$ cat src/rtl/fmap2_stream_loader.sv
// Streams 50 signed words into a 2x5x5 feature map (column fastest, then row, then channel)
// and holds the map until the consumer acks. Optional macro FMAP_LOADER_RELU_EN clamps negative words to 0.
//
// state | meaning
// LOAD  | accepting words, in_ready=1, fmap_valid=0
// FULL  | complete frame held stable, in_ready=0, fmap_valid=1

module fmap2_stream_loader #(
   parameter int bitwidth = 16
) (
   input  logic                                        clk,
   input  logic                                        rst,
   input  logic signed [bitwidth-1:0]                  in_data,
   input  logic                                        in_valid,
   output logic                                        in_ready,
   input  logic                                        in_last,
   output logic signed [1:0][4:0][4:0][bitwidth-1:0]   featuremap2,
   output logic                                        fmap_valid,
   input  logic                                        fmap_ack,
   output logic                                        frame_error
);

   typedef enum logic {LOAD = 1'b0, FULL = 1'b1} state_t;

   state_t                              state_q, state_d;
   logic                                ch_q, ch_d;
   logic [2:0]                          row_q, row_d;
   logic [2:0]                          col_q, col_d;
   logic                                frame_error_q, frame_error_d;
   logic [1:0][4:0][4:0][bitwidth-1:0]  fmap_q, fmap_d;
   logic [bitwidth-1:0]                 word;
   logic                                hs;
   logic                                last_word;

   always_comb begin
`ifdef FMAP_LOADER_RELU_EN
      word = in_data[bitwidth-1] ? '0 : in_data;
`else
      word = in_data;
`endif
   end

   always_comb begin
      state_d       = state_q;
      ch_d          = ch_q;
      row_d         = row_q;
      col_d         = col_q;
      fmap_d        = fmap_q;
      frame_error_d = 1'b0;
      hs            = (state_q == LOAD) && in_valid;
      last_word     = ch_q && (row_q == 3'd4) && (col_q == 3'd4);

      if (state_q == LOAD) begin
         if (hs) begin
            fmap_d[ch_q][row_q][col_q] = word;
            if (last_word) begin
               state_d       = FULL;
               ch_d          = 1'b0;
               row_d         = 3'd0;
               col_d         = 3'd0;
               frame_error_d = ~in_last;
            end else if (in_last) begin
               // Early in_last: drop the partial frame but keep whatever was already written.
               ch_d          = 1'b0;
               row_d         = 3'd0;
               col_d         = 3'd0;
               frame_error_d = 1'b1;
            end else if (col_q == 3'd4) begin
               col_d = 3'd0;
               if (row_q == 3'd4) begin
                  row_d = 3'd0;
                  ch_d  = 1'b1;
               end else begin
                  row_d = row_q + 3'd1;
               end
            end else begin
               col_d = col_q + 3'd1;
            end
         end
      end else if (fmap_ack) begin
         state_d = LOAD;
         ch_d    = 1'b0;
         row_d   = 3'd0;
         col_d   = 3'd0;
      end
   end

   always_ff @(posedge clk) begin
      if (rst) begin
         state_q       <= LOAD;
         ch_q          <= 1'b0;
         row_q         <= 3'd0;
         col_q         <= 3'd0;
         frame_error_q <= 1'b0;
         fmap_q        <= '0;
      end else begin
         state_q       <= state_d;
         ch_q          <= ch_d;
         row_q         <= row_d;
         col_q         <= col_d;
         frame_error_q <= frame_error_d;
         fmap_q        <= fmap_d;
      end
   end

   assign in_ready    = (state_q == LOAD);
   assign fmap_valid  = (state_q == FULL);
   assign frame_error = frame_error_q;
   assign featuremap2 = fmap_q;

endmodule

$ cat config.mk
export PLATFORM = sky130hd
export DESIGN_NAME = fmap2_stream_loader
export DESIGN_NICKNAME = d
export VERILOG_FILES = /design/src/rtl/fmap2_stream_loader.sv
export SDC_FILE = /design/constraint.sdc
export NUM_CORES = 2
export LEC_CHECK = 0
export CORE_AREA = 2 2 322 324
export CTS_CLUSTER_DIAMETER = 30
export DETAILED_ROUTE_END_ITERATION = 10
export DIE_AREA = 0 0 324 326
export GPL_TIMING_DRIVEN = 0
export PLACE_DENSITY_LB_ADDON = 0.1
export SLEW_MARGIN = 20
export SYNTH_ARGS = -nofsm -noshare
export SYNTH_HDL_FRONTEND = slang
export SYNTH_SLANG_ARGS = --single-unit
$ cat constraint.sdc
create_clock -name clk -period 1.95 [get_ports clk]
set_input_delay 0.39 -clock clk [delete_from_list [all_inputs] [get_ports clk]]
set_output_delay 0.39 -clock clk [all_outputs]
set_load 0.02 [all_outputs]
==> results.toml <==
[logic_synthesis]
yosysSeqAreaShare_pct = 55.0
syn_inst = 2778
synth_top_flop_cell = "dfxtp_1"
synth_top_area_share_pct = 55.0
yosys.area.top_type = "dfxtp_1"
ys.warnings.count = 0
synth_area_per_cell_um2 = 10.6
synth.most_common_cell = "nand2_1"
synth-seq-cells = 809
synthDistinctLibCells = 40
synthTopCellsByCount = "817 x nand2_1, 809 x dfxtp_1, 801 x mux2i_1"
ys_top_cells_by_area = "dfxtp_1 55%, mux2i_1 27%, nand2_1 10%, clkbuf_1 1.8%, nand3_4 0.95%"
synth_edf_count = 0
async_flop_share_pct = 0
synth_area_um2 = 29500
synth_fp_nets = 2804

[place]
place_ws_ps = -1920
placed_area_um2 = 39400
place_congestion = 0.802
io_buffers = 823
dp_hpwl_mm = 94.5

[setup_path]
max_stage_delay_ps = 440
reg2reg_from = "col_q[2]"
cp_slowest_cell = "dlygate4sd2_1"
cpLargestDelayFamily = "buffers and inverters"
crit_chain = "dlygate4sd2_1"
worstPathArrival_ps = 1520
critPathBufInv = 1
crit_start = "featuremap2[688]"
path_class = "register to primary output"
path_max_fanout = 2
cp-end-kind = "primary output"
required_ps = 1560
startpoint_type = "register"

[min_path]
hp-start = "fmap_ack"
min_path_type = "input pin to register"

[route]
ant_nets = 0
drc_errors = 0
vias_per_cell = 4.49
drtIter0Drc = 1020
wl_mm = 131
first_pass_iters = 4
via_count = 24143
wl_per_cell_um = 24.4

[timing]
post-route-min-period_ps = 1910
setup_viol = 0
skew_ps = 47.1
slew_headroom_pct = 58.2
worst_slack_ps = 37.8
timing.final.hold_violations = 0
finalCritPeriodShare_pct = 98.1
rsz0062_at_grt = "true"
timing.fmax_mhz = 523
tightest_slew_ps = 628
maxSlewViolCount = 0

[final_layout]
area_growth_pct = 59.1
nets = 3867
final_cell_area_um2 = 46900
fillers = 9981
layout-drive-gt1-share_pct = 17.2

[floorplan]
ios = 824
fp.dieH_um = 326
fp-row-count = 118
start_util_pct = 28.7
coreArea_um2 = 103000
die_w_um = 324
dieArea_um2 = 106000

[grt]
grt-ovfl-total = 0
grt_pass1_vias = 24619
grt_usage_pct = 24.4
grt_pass1_wl_mm = 184
grt_max_degree = 17
antenna_found_initial = 13

[outcome]
status = "completed"

[clocking]
cts_tree = "done"
worstSkewPairLatency_ps = 790
clockBufferDepth = 3
numCtsBuffers = 201
clockRootBuffer = "clkbuf_16"
h-tree-depth = 4
clk_pin_slew_worst_paths_ps = 40
numClockSinks = 809

[power]
vdd_drop_max_uv = 840
leakage_nw = 25.6
power.density_nw_per_um2 = 1120

[run]
cap_violations = 0
state kept, by name, indices dropped and copies added, names as in the netlist:
name,flops
featuremap2,800
col_q,3
row_q,3
ch_q,1
fmap_valid,1
frame_error,1
final cells by class:
type / instances / area, um2 / area share [%]
flip-flops and latches: 809 / 16200 / 34.6
repair buffers: 860 / 7800 / 16.6
multi-input cells: 1720 / 12500 / 26.6
clock buffers: 273 / 5710 / 12.2
clock inverters: 88 / 1400 / 2.99
diodes: 3 / 7.51 / 0.0160
well taps: 1380 / 1730 / 3.68
inverters: 8 / 30.0 / 0.0641
plain buffers: 241 / 1510 / 3.22
kinds of logic (layout without fill, tap and decap cells):
family / count (synthesis) / count (layout) / synth area share [%]
buffers and inverters: 249 / 1470 / 3.83
adders and majority gates: 5 / 5 / 0.212
other: 0 / 3 / 0
DFF: 809 / 809 / 55.0
xor gates and xnor gates: 1 / 1 / 0.0297
muxes: 801 / 801 / 27.2
and+or+nand+nor: 899 / 899 / 13.4
AOI/OAI and AO/OA: 14 / 14 / 0.314
cells in the final DEF, fill, tap and decap left out, types with 11 or more instances in the layout:
| master | Yosys | routed |
|---|---|---|
| clkinvlp_4 | 0 | 12 |
| clkdlybuf4s15_1 | 0 | 164 |
| clkdlybuf4s15_2 | 0 | 37 |
| clkbuf_8 | 0 | 42 |
| mux2i_1 | 801 | 800 |
| buf_2 | 35 | 31 |
| dfxtp_1 | 809 | 803 |
| nand2_4 | 0 | 12 |
| bufinv_16 | 0 | 26 |
| buf_4 | 28 | 68 |
| nand2_1 | 817 | 802 |
| clkbuf_1 | 143 | 77 |
| clkbuf_16 | 0 | 201 |
| clkbuf_2 | 0 | 89 |
| nand3_4 | 16 | 42 |
| clkinv_2 | 0 | 35 |
| buf_6 | 6 | 11 |
| dlygate4sd2_1 | 0 | 590 |
| clkdlybuf4s50_1 | 0 | 20 |
| clkbuf_4 | 0 | 31 |
path summary, 6_finish.rpt:
path                                         end  cells after the start  slack, ps
worst max register to register  featuremap2[573]                      6         90
worst max-delay path            featuremap2[688]                      1         40
worst min-delay path                  fmap_valid                      3        400
worst min register to register  featuremap2[427]                      2        450
where the power goes:
group          total [mW]  switching [mW]  internal (mW)
combinational        1.66            1.27          0.389
sequential           16.7          0.0327           16.7
clock                34.3            10.6           23.8
total                52.7            11.9           40.8
what timing repair did:
item                       4_1_cts  5_1_grt
cloned                           0        0
gates resized for setup       1226      196
hold buffers                     0        0
setup endpoints to repair     1605      700
pin swaps                        4        2
setup buffers                   13       24
metal layers:
metal | track usage, % | share of wire, % | vias up
met3 | 8.73 | 7.9 | 230
met5 | 0 | 0.076 | -
met4 | 9.55 | 3.5 | 16
li1 | - | - | 11452
met2 | 39.9 | 47 | 795
met1 | 28.9 | 41 | 11650
stage by stage:
step / setup TNS, ps / power (mW) / std cells / utilization, % / hold WS (ps)
2_1_floorplan: 0 / 17.7 / 2778 / - / 459
3_3_place_gp: -1283490 / 18.6 / 4981 / 38.4 / 443
3_5_place_dp: -1309650 / 18.6 / 4981 / 38.4 / 447
4_1_cts: 0 / 53.2 / 5355 / 45.2 / 299
5_1_grt: -144 / 54.2 / 5379 / 45.7 / 372
6_report: 0 / 52.7 / 5382 / 45.7 / 400
Power figures use the tool's default switching activity.
